==> src/rtl/regbank_pkg.sv <==
// ============================================================================
// regbank_pkg : shared sizes and pointer-wrap helper for the regbank FIFO
// Rev 1.0
// ============================================================================
`default_nettype none

package regbank_pkg;

    localparam int DEPTH_DEF = 10;
    localparam int DW_DEF    = 64;
    localparam int PTR_W     = $clog2(DEPTH_DEF);
    localparam int CNT_W     = $clog2(DEPTH_DEF + 1);

    // Depth need not be a power of two, so the wrap is an explicit compare.
    function automatic int unsigned next_ptr(input int unsigned ptr, input int unsigned depth);
        return (ptr == depth - 32'd1) ? 32'd0 : ptr + 32'd1;
    endfunction

endpackage

`default_nettype wire

==> src/rtl/regbank_ptr.sv <==
// ============================================================================
// regbank_ptr : wrapping entry pointer with increment and synchronous clear
// Rev 1.0
// ============================================================================
`default_nettype none

module regbank_ptr
    import regbank_pkg::*;
#(
    parameter int DEPTH = DEPTH_DEF,
    parameter int PW    = $clog2(DEPTH)
) (
    input  logic          clk,
    input  logic          rst,
    input  logic          i_clr,
    input  logic          i_inc,
    output logic [PW-1:0] o_ptr
);

    logic [PW-1:0] r_ptr;

    always_ff @(posedge clk) begin
        if (rst || i_clr) begin
            r_ptr <= '0;
        end else if (i_inc) begin
            r_ptr <= PW'(next_ptr(32'(r_ptr), unsigned'(DEPTH)));
        end
    end

    assign o_ptr = r_ptr;

endmodule

`default_nettype wire

==> src/rtl/regbank_fifo_ctrl.sv <==
// ============================================================================
// regbank_fifo_ctrl : runs an external enable-gated register bank as a FIFO
// Optional sticky overflow/underflow flags: REGBANK_FIFO_CTRL_ERR_EN.  Rev 1.0
// ============================================================================
`default_nettype none

module regbank_fifo_ctrl
    import regbank_pkg::*;
#(
    parameter int DEPTH     = DEPTH_DEF,
    parameter int DW        = DW_DEF,
    parameter int AF_THRESH = 8
) (
    input  logic                         clk,
    input  logic                         reset,
    input  logic                         flush,
    input  logic                         in_valid,
    output logic                         in_ready,
    input  logic [DW-1:0]                in_data,
    output logic [DEPTH-1:0]             wr_en,
    output logic [DW-1:0]                wr_data,
    input  logic [DEPTH*DW-1:0]          rd_bank,
    output logic                         out_valid,
    input  logic                         out_ready,
    output logic [DW-1:0]                out_data,
    output logic [$clog2(DEPTH+1)-1:0]   count,
    output logic                         full,
    output logic                         empty,
    output logic                         almost_full
`ifdef REGBANK_FIFO_CTRL_ERR_EN
    ,
    input  logic                         err_clr,
    output logic                         ovf,
    output logic                         udf
`endif
);

    localparam int c_PTR_W = $clog2(DEPTH);
    localparam int c_CNT_W = $clog2(DEPTH + 1);
    localparam logic [c_CNT_W-1:0] c_DEPTH_CNT = c_CNT_W'(DEPTH);
    localparam logic [c_CNT_W-1:0] c_AF_CNT    = c_CNT_W'(AF_THRESH);

    logic [c_CNT_W-1:0] r_count;
    logic [c_PTR_W-1:0] w_wr_ptr;
    logic [c_PTR_W-1:0] w_rd_ptr;
    logic               w_push;
    logic               w_pop;

    // Flags derive only from the registered count: no ready/valid bypass paths.
    assign full        = (r_count == c_DEPTH_CNT);
    assign empty       = (r_count == '0);
    assign almost_full = (r_count >= c_AF_CNT);
    assign in_ready    = ~full;
    assign out_valid   = ~empty;
    assign count       = r_count;

    assign w_push = in_valid & ~full & ~flush & ~reset;
    assign w_pop  = out_ready & ~empty & ~flush & ~reset;

    assign wr_en    = w_push ? (DEPTH'(1) << w_wr_ptr) : '0;
    assign wr_data  = in_data;
    assign out_data = rd_bank[w_rd_ptr*DW +: DW];

    regbank_ptr #(
        .DEPTH (DEPTH),
        .PW    (c_PTR_W)
    ) u_wr_ptr (
        .clk   (clk),
        .rst   (reset),
        .i_clr (flush),
        .i_inc (w_push),
        .o_ptr (w_wr_ptr)
    );

    regbank_ptr #(
        .DEPTH (DEPTH),
        .PW    (c_PTR_W)
    ) u_rd_ptr (
        .clk   (clk),
        .rst   (reset),
        .i_clr (flush),
        .i_inc (w_pop),
        .o_ptr (w_rd_ptr)
    );

    always_ff @(posedge clk) begin
        if (reset || flush) begin
            r_count <= '0;
        end else begin
            case ({w_push, w_pop})
                2'b10:   r_count <= r_count + c_CNT_W'(1);
                2'b01:   r_count <= r_count - c_CNT_W'(1);
                default: r_count <= r_count;
            endcase
        end
    end

`ifdef REGBANK_FIFO_CTRL_ERR_EN
    logic r_ovf;
    logic r_udf;

    // A new error on the same edge as err_clr still sets the flag.
    always_ff @(posedge clk) begin
        if (reset) begin
            r_ovf <= 1'b0;
            r_udf <= 1'b0;
        end else begin
            r_ovf <= (in_valid & full) | (r_ovf & ~err_clr);
            r_udf <= (out_ready & empty) | (r_udf & ~err_clr);
        end
    end

    assign ovf = r_ovf;
    assign udf = r_udf;
`endif

endmodule

`default_nettype wire

==> config.mk <==
export PLATFORM = sky130hd
export DESIGN_NAME = regbank_fifo_ctrl
export DESIGN_NICKNAME = d
export VERILOG_FILES = /design/src/rtl/regbank_pkg.sv /design/src/rtl/regbank_ptr.sv /design/src/rtl/regbank_fifo_ctrl.sv
export SDC_FILE = /design/constraint.sdc
export NUM_CORES = 1
export LEC_CHECK = 0
export ABC_CLOCK_PERIOD_IN_PS = 3400
export BUFFER_PORTS_ARGS = -buffer_cell sky130_fd_sc_hd__buf_2
export CORE_AREA = 2 2 330 332
export DETAILED_ROUTE_END_ITERATION = 10
export DIE_AREA = 0 0 332 334
export PLACE_DENSITY = 0.3
export SYNTH_ARGS = -nofsm -noshare
export SYNTH_HDL_FRONTEND = slang
export SYNTH_SLANG_ARGS = --single-unit
==> constraint.sdc <==
create_clock -name clk -period 3.4 [get_ports clk]
set_input_delay 0.17 -clock clk [delete_from_list [all_inputs] [get_ports clk]]
set_output_delay 0.17 -clock clk [all_outputs]
set_load 0.1 [all_outputs]
==> impl_results.md <==
* Pins over their slew limit at 0
* Worst-Margin Slew at 0.758 ns
* Delay-heaviest family, CP: buffers and inverters
* Hold Vio Cnt, Final at 0
* Placement-stage cell area at 0.0115 mm²
* Largest fanout on the critical path at 41
* Worst Hold Endpoint: count[3]
* PnR worst setup slack at roughly 0.48 ns
* Final hold slack at 0.249 ns
* Via density at 3.14
* Final Cycle Share at 0.858
* Final core occ at 0.107
* Register bit total from synthesis at 12
* Hold path depth at 4
* Synth warnings at 0
* Commonest non-fill, non-tap cell in the layout: buf_2
* CTS Buf Count at 3
* Syn_area_per_cell at ~9.2 µm²
* CP arrival at ~2.8 ns
* Max Clock Skew at between 0.005 and 0.006 ns
* H-tree depth at 1
* Global-route wire length before repair at 70.1 mm
* CP max stage delay at between 0.5 and 0.6 ns
* Core box area at 0.108 mm²
* Overall routed net length at roughly 52 mm
* Most frequent cells in the layout: buf_2 (709), mux2i_1 (193), o21ai_1 (70)
* Slowest-stage cell, CP: buf_4
* DP HPWL at 46.0 mm
* All-Layer GR Usage at 0.0883
* Fin cells at 2735
* Synth Instances at 692
* Outcome: finished, final reports clean
* # DRC at 0
* FF-to-FF Start: count[1]
* Hold_buf cts at 0
* Fin crit period at 2.92 ns
* GPL Wtd Cong at 0.836
* Port Buf Inserts at 727
* # resized after CTS at 0
* Syn nets at roughly 1.4k
* Design Area, Final at 0.0116 mm²
* Clk slew on worst S/H paths at ~0.050 ns
* Endpoints failing setup at 0
* DR pass1 iterations at 5
* Reg area at 251 µm²
* Fill cells at between 10k and 15k
* Unrepaired setup endpoints after global routing: no
* I/O pin total at approximately 860
* Antenna violations before repair at 19
* Total grt overflow at 0
* CP required at 3.23 ns
* Setup crit end kind: output port
* Longest Clk Path Bufs at 2
* Asr flop ratio synth at 0
* Fmax at 343 MHz
* DP Worst Slack at 0.666 ns
* Top_reg_cell synth: dfxtp_1
* Maximum capacitance violations at 0
* Multi-input gate area at 0.00514 mm²
* Largest net degree at the start of global routing at 42
* Hold Crit Start: flush
* Area leader, netlist: mux2i_1
* Final ANT Viol Nets at 0
* Library cells used by synthesis at 44
* Hold WC Path Type: in2reg
* Flop2flop setup slack at 1.03 ns
* Worst-path cell chain: nor2_4, buf_4, buf_4, a221oi_1, buf_4, o21ai_0, o21ai_0, buf_12
* Initial Util at 0.0588
* Clock Sinks at 12
* Max-slew headroom at 0.494
* RR Endpoint: count[3]
* Area grow syn2layout at 82.6%
* Startpoint Class: register
* Die W at 332 µm
* Placed cells at 2728
* Sequential share of the synthesized area at 0.0379
* TritonCTS clock tree: built
* Number of synthesized flops with an enable pin at 0
* Buffers & Inverters on Critical Path at 4
* Setup_tns at 0 ns
* Iteration-0 DRC Markers at roughly 350
* Die area at 0.111 mm²
* Yosys top cell area share at 0.305
* Routed length per placed instance at 19.2 µm
* Post-CTS Setup Inserts at 0
* Die H at approximately 330 µm
* Post-Syn Area at 0.00634 mm²
* Power Density at 128 mW/mm²
* Critical path class: reg2out
* Synth top area cells: mux2i_1 (30%), mux4_2 (23%), a221oi_1 (8.8%)
* Tot Pwr at between 1 and 1.5 mW
* Max VDD drop at 0.000112 V
* Vias at 8598
* Cell mode on critical path: buf_4
* Worst skew pair latency at 0.24 ns
* Worst Reg-to-Reg Cells at 8
* Num rows at 121
* Vias in the first global route at 9126
* Layout Nets at 2034
* Share of cells above drive strength 1 at 0.640
* CTS root buf: clkbuf_16
* LEAKAGE at 4.48 nW
==> power breakdown <==
group          switching, mW  internal, mW  leakage, nW
sequential           0.00379         0.140       0.0993
clock                 0.0638         0.158       0.0382
combinational          0.644         0.476         4.34
==> routing by layer <==
layer | vias to the layer above | wire (µm) | global-route usage
met4 | 12 | 2650 | 0.0397
met2 | 530 | 24100 | 0.146
li1 | 3959 | - | -
met1 | 3997 | 20700 | 0.105
met3 | 100 | 4880 | 0.0271
met5 | - | 80 | 0
==> sequential cells by signal, indices dropped and copies added (netlist names) <==
name,count
u_rd_ptr.o_ptr,4
count,4
u_wr_ptr.o_ptr,4
==> area by class of cell <==
type,instances,share of cell area
clock buffer,4,0.00681
tap,1414,0.153
sequential,12,0.0217
timing repair buffer,763,0.371
multi-input combinational,531,0.444
antenna,3,0.000649
inverter,8,0.00270
==> synth_stat cells (5+ instances only) <==
library cell / instances
a21oi_1: 8
o21ai_0: 61
ha_1: 5
mux4_2: 64
buf_4: 74
mux2i_1: 193
and3_1: 5
buf_6: 13
a221oi_1: 64
dfxtp_1: 12
buf_2: 7
nand2_1: 7
inv_1: 7
clkbuf_1: 36
o21ai_1: 70
nor2_1: 18
==> logic make-up (layout without fill, tap and decap cells) <==
group,after synthesis,in the layout,share of synthesized area
AOI/OAI and AO/OA,209,209,0.206
xor gates and xnor gates,5,5,0.00691
adders and majority gates,6,6,0.0130
buffers and inverters,149,775,0.159
DFF,12,12,0.0379
muxes,257,257,0.532
other,0,3,0
and+or+nand+nor,54,54,0.0458
==> worst min-delay path: cells and delay by family <==
family / cells / cell delay [ns]
and+or+nand+nor: 2 / 0.13
AOI/OAI and AO/OA: 1 / 0.06
buffers and inverters: 1 / 0.08
==> worst max-delay path by stage <==
| stage | startpoint | end | slack, ns | cells past startpoint |
|---|---|---|---|---|
| 3_5_place_dp | u_rd_ptr.o_ptr[2] | out_data[44] | 0.67 | 8 |
| 2_1_floorplan | count[2] | wr_en[0] | -0.07 | 4 |
| 3_3_place_gp | u_rd_ptr.o_ptr[2] | out_data[44] | 0.62 | 8 |
| 6_report | u_rd_ptr.o_ptr[2] | out_data[44] | 0.48 | 8 |
| 4_1_cts | u_rd_ptr.o_ptr[2] | out_data[44] | 0.38 | 8 |
| 5_1_grt | u_rd_ptr.o_ptr[2] | out_data[44] | 0.27 | 8 |
Note: power is estimated with default switching activity, not from simulation.
